--- src/rtl/packet_record_parser_if.sv ---
// Record-in / AXI-Stream-out bundle for packet_record_parser.
// slave = parser view (consumes s_*, drives m_*); master = environment view.
interface packet_record_parser_if #(
  parameter int unsigned DATA_W = 64,
  parameter int unsigned NUM_IF = 4
);
  localparam int unsigned DEST_W = (NUM_IF > 1) ? $clog2(NUM_IF) : 1;

  logic [DATA_W-1:0]   s_tdata;
  logic                s_tvalid;
  logic                s_tready;
  logic [DATA_W-1:0]   m_tdata;
  logic [DATA_W/8-1:0] m_tkeep;
  logic                m_tlast;
  logic [DEST_W-1:0]   m_tdest;
  logic                m_tvalid;
  logic                m_tready;

  modport slave (
    input  s_tdata, s_tvalid, m_tready,
    output s_tready, m_tdata, m_tkeep, m_tlast, m_tdest, m_tvalid
  );

  modport master (
    output s_tdata, s_tvalid, m_tready,
    input  s_tready, m_tdata, m_tkeep, m_tlast, m_tdest, m_tvalid
  );
endinterface

--- src/rtl/packet_record_parser.sv ---
// Splits a header+payload record stream into per-interface AXI-Stream packets, dropping bad records.
// Optional PARSER_STRIP_FCS_EN: strip the trailing 4-byte FCS from forwarded packets.
module packet_record_parser #(
  parameter int unsigned DATA_W  = 64,
  parameter int unsigned NUM_IF  = 4,
  parameter int unsigned MIN_LEN = 64,
  parameter int unsigned MAX_LEN = 1518
) (
  input  logic                         clk,
  input  logic                         rst,
  packet_record_parser_if.slave        bus,
  output logic [31:0]                  pkt_count,
  output logic [31:0]                  drop_count
);
  localparam int unsigned B      = DATA_W / 8;
  localparam int unsigned DEST_W = (NUM_IF > 1) ? $clog2(NUM_IF) : 1;

  typedef enum logic [1:0] {StHdr, StPay, StDrop} state_e;

  state_e       state_q;
  logic [15:0]  rem_q;
  logic [15:0]  id_q;

  logic [15:0]  hdr_len;
  logic [15:0]  hdr_id;
  logic         hdr_ok;
  logic         accept;
  logic         last_in;
  logic [15:0]  out_rem;
  logic         out_has;
  logic [B-1:0] keep_calc;

  assign hdr_len = bus.s_tdata[31:16];
  assign hdr_id  = bus.s_tdata[15:0];
  assign hdr_ok  = ({16'd0, hdr_len} >= MIN_LEN) && ({16'd0, hdr_len} <= MAX_LEN) &&
                   ({16'd0, hdr_id} < NUM_IF);

  // Header and drop words never occupy the output register, so only payload waits on it.
  assign bus.s_tready = !rst && ((state_q != StPay) || !bus.m_tvalid || bus.m_tready);
  assign accept       = bus.s_tvalid && bus.s_tready;
  assign last_in      = ({16'd0, rem_q} <= B);

`ifdef PARSER_STRIP_FCS_EN
  // out_rem wraps once only FCS bytes remain; out_has masks those words.
  assign out_rem = rem_q - 16'd4;
  assign out_has = (rem_q > 16'd4);
`else
  assign out_rem = rem_q;
  assign out_has = 1'b1;
`endif

  always_comb begin
    keep_calc = '0;
    for (int unsigned i = 0; i < B; i++) begin
      keep_calc[i] = ({16'd0, out_rem} > i);
    end
  end

  always_ff @(posedge clk or posedge rst) begin
    if (rst) begin
      state_q      <= StHdr;
      rem_q        <= '0;
      id_q         <= '0;
      bus.m_tvalid <= 1'b0;
      bus.m_tlast  <= 1'b0;
      bus.m_tdata  <= '0;
      bus.m_tkeep  <= '0;
      bus.m_tdest  <= '0;
      pkt_count    <= '0;
      drop_count   <= '0;
    end else begin
      if (bus.m_tready) begin
        bus.m_tvalid <= 1'b0;
      end
      unique case (state_q)
        StHdr: begin
          if (accept) begin
            rem_q <= hdr_len;
            id_q  <= hdr_id;
            if (hdr_ok) begin
              state_q <= StPay;
            end else begin
              state_q <= StDrop;
              if (drop_count != '1) drop_count <= drop_count + 32'd1;
            end
          end
        end
        StPay: begin
          if (accept) begin
            rem_q <= rem_q - 16'(B);
            if (out_has) begin
              bus.m_tvalid <= 1'b1;
              bus.m_tdata  <= bus.s_tdata;
              bus.m_tkeep  <= keep_calc;
              bus.m_tlast  <= ({16'd0, out_rem} <= B);
              bus.m_tdest  <= id_q[DEST_W-1:0];
            end
            if (last_in) begin
              state_q <= StHdr;
              if (pkt_count != '1) pkt_count <= pkt_count + 32'd1;
            end
          end
        end
        StDrop: begin
          if (accept) begin
            rem_q <= rem_q - 16'(B);
            if (last_in) state_q <= StHdr;
          end
        end
        default: state_q <= StHdr;
      endcase
    end
  end
endmodule

--- src/flat_wrapper.sv ---
// flat-port wrapper written by rule: the top's interface ports become plain ports
module packet_record_parser_flat 
#(
  parameter int unsigned DATA_W  = 64,
  parameter int unsigned NUM_IF  = 4,
  parameter int unsigned MIN_LEN = 64,
  parameter int unsigned MAX_LEN = 1518
)
  (clk, rst, pkt_count, drop_count, bus_s_tdata, bus_s_tvalid, bus_m_tready, bus_s_tready, bus_m_tdata, bus_m_tkeep, bus_m_tlast, bus_m_tdest, bus_m_tvalid);
  packet_record_parser_if #(.DATA_W(DATA_W), .NUM_IF(NUM_IF)) bus_i ();
  input  logic clk;
  input  logic rst;
  output logic [31:0] pkt_count;
  output logic [31:0] drop_count;
  input wire logic [$bits(bus_i.s_tdata)-1:0] bus_s_tdata;
  input wire logic [$bits(bus_i.s_tvalid)-1:0] bus_s_tvalid;
  input wire logic [$bits(bus_i.m_tready)-1:0] bus_m_tready;
  output wire logic [$bits(bus_i.s_tready)-1:0] bus_s_tready;
  output wire logic [$bits(bus_i.m_tdata)-1:0] bus_m_tdata;
  output wire logic [$bits(bus_i.m_tkeep)-1:0] bus_m_tkeep;
  output wire logic [$bits(bus_i.m_tlast)-1:0] bus_m_tlast;
  output wire logic [$bits(bus_i.m_tdest)-1:0] bus_m_tdest;
  output wire logic [$bits(bus_i.m_tvalid)-1:0] bus_m_tvalid;
  assign bus_i.s_tdata = bus_s_tdata;
  assign bus_i.s_tvalid = bus_s_tvalid;
  assign bus_i.m_tready = bus_m_tready;
  assign bus_s_tready = bus_i.s_tready;
  assign bus_m_tdata = bus_i.m_tdata;
  assign bus_m_tkeep = bus_i.m_tkeep;
  assign bus_m_tlast = bus_i.m_tlast;
  assign bus_m_tdest = bus_i.m_tdest;
  assign bus_m_tvalid = bus_i.m_tvalid;
  packet_record_parser #(.DATA_W(DATA_W), .NUM_IF(NUM_IF), .MIN_LEN(MIN_LEN), .MAX_LEN(MAX_LEN)) u_core (.clk(clk), .rst(rst), .bus(bus_i), .pkt_count(pkt_count), .drop_count(drop_count));
endmodule
--- config.mk ---
export PLATFORM = sky130hd
export DESIGN_NAME = packet_record_parser_flat
export DESIGN_NICKNAME = d
export VERILOG_FILES = /design/src/rtl/packet_record_parser_if.sv /design/src/rtl/packet_record_parser.sv /design/src/flat_wrapper.sv
export SDC_FILE = /design/constraint.sdc
export NUM_CORES = 1
export LEC_CHECK = 0
export ABC_AREA = 1
export BUFFER_PORTS_ARGS = -buffer_cell sky130_fd_sc_hd__buf_4
export CORE_MARGIN = 2
export CORE_UTILIZATION = 45
export DETAILED_ROUTE_END_ITERATION = 12
export HOLD_SLACK_MARGIN = 0.1
export PLACE_DENSITY = 0.75
export SLEW_MARGIN = 0
export SYNTH_ARGS = -nofsm -noshare
export SYNTH_HDL_FRONTEND = slang
export SYNTH_SLANG_ARGS = --single-unit
--- constraint.sdc ---
create_clock -name clk -period 7.15 [get_ports clk]
set_clock_uncertainty 0.05 [all_clocks]
set_input_delay 1.0725 -clock clk [delete_from_list [all_inputs] [get_ports clk]]
set_output_delay 1.0725 -clock clk [all_outputs]
set_load 0.02 [all_outputs]
* Word level (Yosys, flattened, before mapping) *
Index checks and enable logic that the tools add are counted.

storage, ports and cells
  output and inout port bits = 141
  RAM bits = 0
  bits in latches = 0
  memories = 0
  register bits after elaboration = 160
  bits in read-only memories = 0
  word-level logic and storage cells = 62

cells by class
  div/mod/pow operators = 0
  $add $sub $neg = 3
  $lt $le $gt $ge = 12
  bitwise logic cells = 1
  shift-type cells = 0
  reductions and logical operators = 17
  mux-type cells = 11
  equality and inequality tests = 8
  multiply operators = 0

operators by type and width
  operator                 number
  $add A32 B1 Y32 const B  2
  $gt A16 B3 Y1 const B    4
  $ne A32 B32 Y1 const B   2
  $gt A16 B1 Y1 const B    2
  $gt A16 B2 Y1 const B    2
  $mux W16                 2
  $pmux W16 S2             1
  $ge A16 B7 Y1 const B    1
  $le A16 B11 Y1 const B   1
  $le A16 B4 Y1 const B    1
  $lt A16 B3 Y1 const B    1
  $sub A16 B4 Y16 const B  1
  $mux W2                  4
  $ne A2 B1 Y1 const B     4
  $reduce_and A4 Y1        2
  $reduce_and A3 Y1        2
  $logic_and A1 B1 Y1      4
  $pmux W2 S2              1
  $reduce_and A2 Y1        2
  $mux W1                  3
  $eq A2 B1 Y1 const B     1
  $eq A2 B2 Y1 const B     1
  $logic_not A1 Y1         2
  $logic_not A2 Y1         1
  other kinds (4)          5

* Depth between registers and ports, before layout *
  depth after elaboration = 7
  gate-level depth with buffers = 13
  gate-level depth less buffers = 12

* Least setup slack after synthesis *
OpenSTA, ideal clock, no wires.

  kind = in2out
  start point = input rst
  end point = output bus_s_tready
  cell stages on the path = 3
  buffers on the path = 0
  arrival = 4.886 ns
  path slack = 1.141 ns
  cell sequence = inv_1 > nand2_1 > inv_2

between the ends
  word-level cells in the longest chain between the ends = 2

ends and longest elaborated chain
  what                 RTL line                    RTL
  start, declared      flat_wrapper.sv:12          input logic rst;
  $logic_not A1 Y1     packet_record_parser.sv:39  assign bus.s_tready = !rst && ((state_q != StPay) || !bus.m_tvalid || bus.m_tready);
  $logic_and A1 B1 Y1  packet_record_parser.sv:39
  end, declared        flat_wrapper.sv:18          output wire logic [$bits(bus_i.s_tready)-1:0] bus_s_tready;

No other way between the ends.

* Worst setup path in the final report *
  start point = input rst
  end point = register u_core.bus.m_tkeep[4]

between the ends
  word-level cells in the longest chain between the ends = 4

ends and longest elaborated chain
  what                         RTL line                       RTL
  $logic_not A1 Y1             packet_record_parser.sv:39
  $logic_and A1 B1 Y1          packet_record_parser.sv:39
  $logic_and A1 B1 Y1          packet_record_parser.sv:40     assign accept = bus.s_tvalid && bus.s_tready;
  $reduce_and A2 Y1 (no line)  --
  end signal, assigned         packet_record_parser.sv:94     bus.m_tkeep <= keep_calc;
  end, declared                packet_record_parser_if.sv:21  output s_tready, m_tdata, m_tkeep, m_tlast, m_tdest, m_tvalid

No other way between the ends.
A chain may end at the register's enable or synchronous reset.

==> results.json <==
{
  "r2r_end": "u_core.bus.m_tkeep[6]",
  "synth_area_per_cell_um2": 7.18,
  "area_delta_synth_final_pct": 26.3,
  "run_status": "finished clean",
  "synth-seq-area-share": 0.455,
  "power.switching_mw": 0.818,
  "internal-power_mw": 1.65,
  "clock_sinks": 160,
  "num_rows": 51,
  "reg2reg_slack_ps": 3800,
  "cts_buffers": 17,
  "drc": 0,
  "io-pin-count": 209,
  "first_global_vias": 7846,
  "cts_setup_buffers": 0,
  "maxSlewViolCount": 0,
  "grt_first_pass_wirelength_mm": 38.7,
  "tightest_slew_ps": 984,
  "postRouteAntennaNets": 0,
  "track_usage": 0.235,
  "power_density_nw_per_um2": 222,
  "cts_buffer_depth": 2,
  "synth_top_area_share": 0.455,
  "power.share.clock": 0.379,
  "cts_root_buf": "clkbuf_16",
  "drt-wirelength-per-cell_um": 14.2,
  "portBuffers": 208,
  "globalplace.congestion": 0.932,
  "synth_area_leaders": "dfrtp_1 (46%), nand2_1 (23%), nor2_1 (5.1%), inv_1 (4.2%), o21ai_0 (3.3%)",
  "yosys_warnings": 0,
  "synth_seq_cells": 160,
  "fmax_mhz": 259,
  "p_total_mw": 2.46,
  "synth_top_cell_by_area": "dfrtp_1",
  "syn-cell-area_um2": 8800,
  "coreArea_um2": 19300,
  "hold_viol": 0,
  "drt-vias-per-instance": 5.00,
  "initial_core_util": 0.455,
  "grt-ovfl-total": 0,
  "reg2reg_depth": 12,
  "die_y_um": 144,
  "worstReg2RegStart": "u_core.state_q[1]",
  "slew_headroom": 0.344,
  "p_seq_frac": 0.428,
  "drt-total-wl_mm": 24.1,
  "cap_viol_max_count": 0,
  "syn-num-nets": 1300,
  "fin_crit_ps": 3860,
  "dp_cells": 1662,
  "cts-hold-fix-buffers": 0,
  "finalNonFillerCells": 1694,
  "combPwrFrac": 0.193,
  "clkLatencyLatePin_ps": 430,
  "setup_ws_ps": 3290,
  "finalNetCount": 1491,
  "dr.pass1.iters": 6,
  "antennaDiodeCount": 0,
  "p_leak_nw": 5.72,
  "synth_flop_cell": "dfrtp_1",
  "clkTransAtPathRegs_ps": 70,
  "die_area_um2": 20700,
  "cts_resized": 0,
  "min_path_type": "register to register",
  "worstPathMaxFanout": 103,
  "synth-edff-count": 0,
  "grt_antenna_before_repair": 0,
  "tritoncts": "yes",
  "cp-startpoint": "rst",
  "setup_violations": 0,
  "p_sw_frac": 0.332,
  "endpoint": "u_core.bus.m_tkeep[4]",
  "ys_async_sr_fraction": 1.00,
  "vias": 8477,
  "critical_path_class": "primary input to register",
  "htreeDepth": 4,
  "max-vdd-ir-drop_v": 0.000164,
  "dp_hpwl_mm": 17.4,
  "setup_tns_ps": 0,
  "die_w_um": 144,
  "post-route-util": 0.575,
  "rsz0062_at_grt": "no",
  "crit_arrival_ps": 4170,
  "drtIter0Drc": 618,
  "grt_max_degree": 104,
  "critPathRequiredTime_ps": 7450,
  "drive_gt1_frac": 0.196,
  "crit_path_start_kind": "primary input",
  "netlist_instances": 1225,
  "endpoint_kind": "register",
  "finalCritPeriodShare": 0.541,
  "synth_cell_type_count": 33,
  "place_ws_ps": 2800
}
cells in the mapped netlist, types with 5 or more instances:
library cell  instances
a21oi_1               8
nand4_1              40
nor2_1              119
buf_2                17
nand2_2               5
nand3b_1              5
nand3_1              47
xnor2_1              13
o21ai_1              13
inv_1                99
nand2_1             535
ha_1                  7
nor3_1               20
inv_2                 7
buf_6                 6
clkbuf_1             13
dfrtp_1             160
o21ai_0              58
xor2_1               23
nor2_4                5
o21ai_2               6
power groups by stage:
stage,Sequential (mW),Clock (mW),Combinational (mW)
6_report,1.05,0.934,0.476
2_1_floorplan,1.07,0,0.321
3_3_place_gp,1.07,0,0.458
4_1_cts,1.05,0.948,0.477
5_1_grt,1.06,0.987,0.544
3_5_place_dp,1.07,0,0.472
metal layers:
layer,share of wire,wire (µm),up-vias,global-route usage
met5,0,0,-,0
met4,0.013,319,0,0.0666
met3,0.054,1300,21,0.0407
met2,0.48,11600,264,0.384
met1,0.45,10900,3959,0.320
li1,-,-,4233,-
worst min-delay path by stage:
stage	cells past startpoint	from	endpoint
finish	2	u_core.bus.m_tdata[8]	u_core.bus.m_tdata[8]
global route	2	u_core.bus.m_tkeep[1]	u_core.bus.m_tkeep[1]
CTS	2	u_core.bus.m_tdata[8]	u_core.bus.m_tdata[8]
detailed placement	2	u_core.bus.m_tdata[42]	u_core.bus.m_tdata[42]
global placement	2	u_core.bus.m_tdata[53]	u_core.bus.m_tdata[53]
floorplan	2	u_core.out_rem[15]	u_core.out_rem[15]
worst max-delay path: stages:
cell	delay (ps)
buf_4	120
inv_6	540
nand2_1	150
inv_2	90
nand2_2	90
inv_1	100
nand2_4	520
inv_2	880
o21ai_0	300
o21ai_0	230
sequential cells by signal, summed over array words and instances (netlist names):
register / flops
u_core.id_q: 2
u_core.out_rem: 16
u_core.bus.m_tkeep: 8
u_core.bus.m_tdata: 64
u_core.state_q: 2
u_core.bus.m_tvalid: 1
u_core.bus.m_tlast: 1
u_core.drop_count: 32
u_core.bus.m_tdest: 2
u_core.pkt_count: 32
placed cells by master (no fill, tap or decap), types with 6 or more instances in the layout:
cell | Yosys | layout
a21oi_1 | 8 | 8
buf_4 | 2 | 210
clkbuf_16 | 0 | 17
dfrtp_1 | 160 | 160
ha_1 | 7 | 7
inv_1 | 99 | 98
inv_2 | 7 | 7
nand2_1 | 535 | 534
nand3_1 | 47 | 47
nand4_1 | 40 | 40
nor2_1 | 119 | 118
nor3_1 | 20 | 20
o21ai_0 | 58 | 58
o21ai_1 | 13 | 13
o21ai_2 | 6 | 6
xnor2_1 | 13 | 13
xor2_1 | 23 | 23
cell type report:
cell class | instances | area, µm²
multi-input cells | 921 | 4190
well taps | 265 | 332
clock inverters | 14 | 166
inverters | 106 | 403
fillers | 1827 | 8230
repair buffers | 210 | 1580
flip-flops and latches | 160 | 4000
clock buffers | 18 | 439
through the flow:
step | cell area [µm²] | hold slack (ps)
2_1_floorplan | 8800 | 441
3_3_place_gp | 10500 | 414
3_5_place_dp | 10500 | 417
4_1_cts | 11100 | 435
5_1_grt | 11100 | 460
6_report | 11100 | 431
cells by family (layout without fill, tap and decap cells):
| logic type | Yosys count | count (layout) | synth area share |
|---|---|---|---|
| XOR/XNOR | 36 | 36 | 0.0358 |
| AND/OR/NAND/NOR | 790 | 790 | 0.376 |
| buffers and inverters | 144 | 348 | 0.0698 |
| adder cells (fa/ha/maj) | 7 | 7 | 0.00996 |
| AO/OA/AOI/OAI | 88 | 88 | 0.0535 |
| flip-flops | 160 | 160 | 0.455 |
Note: power is estimated with default switching activity, not from simulation.
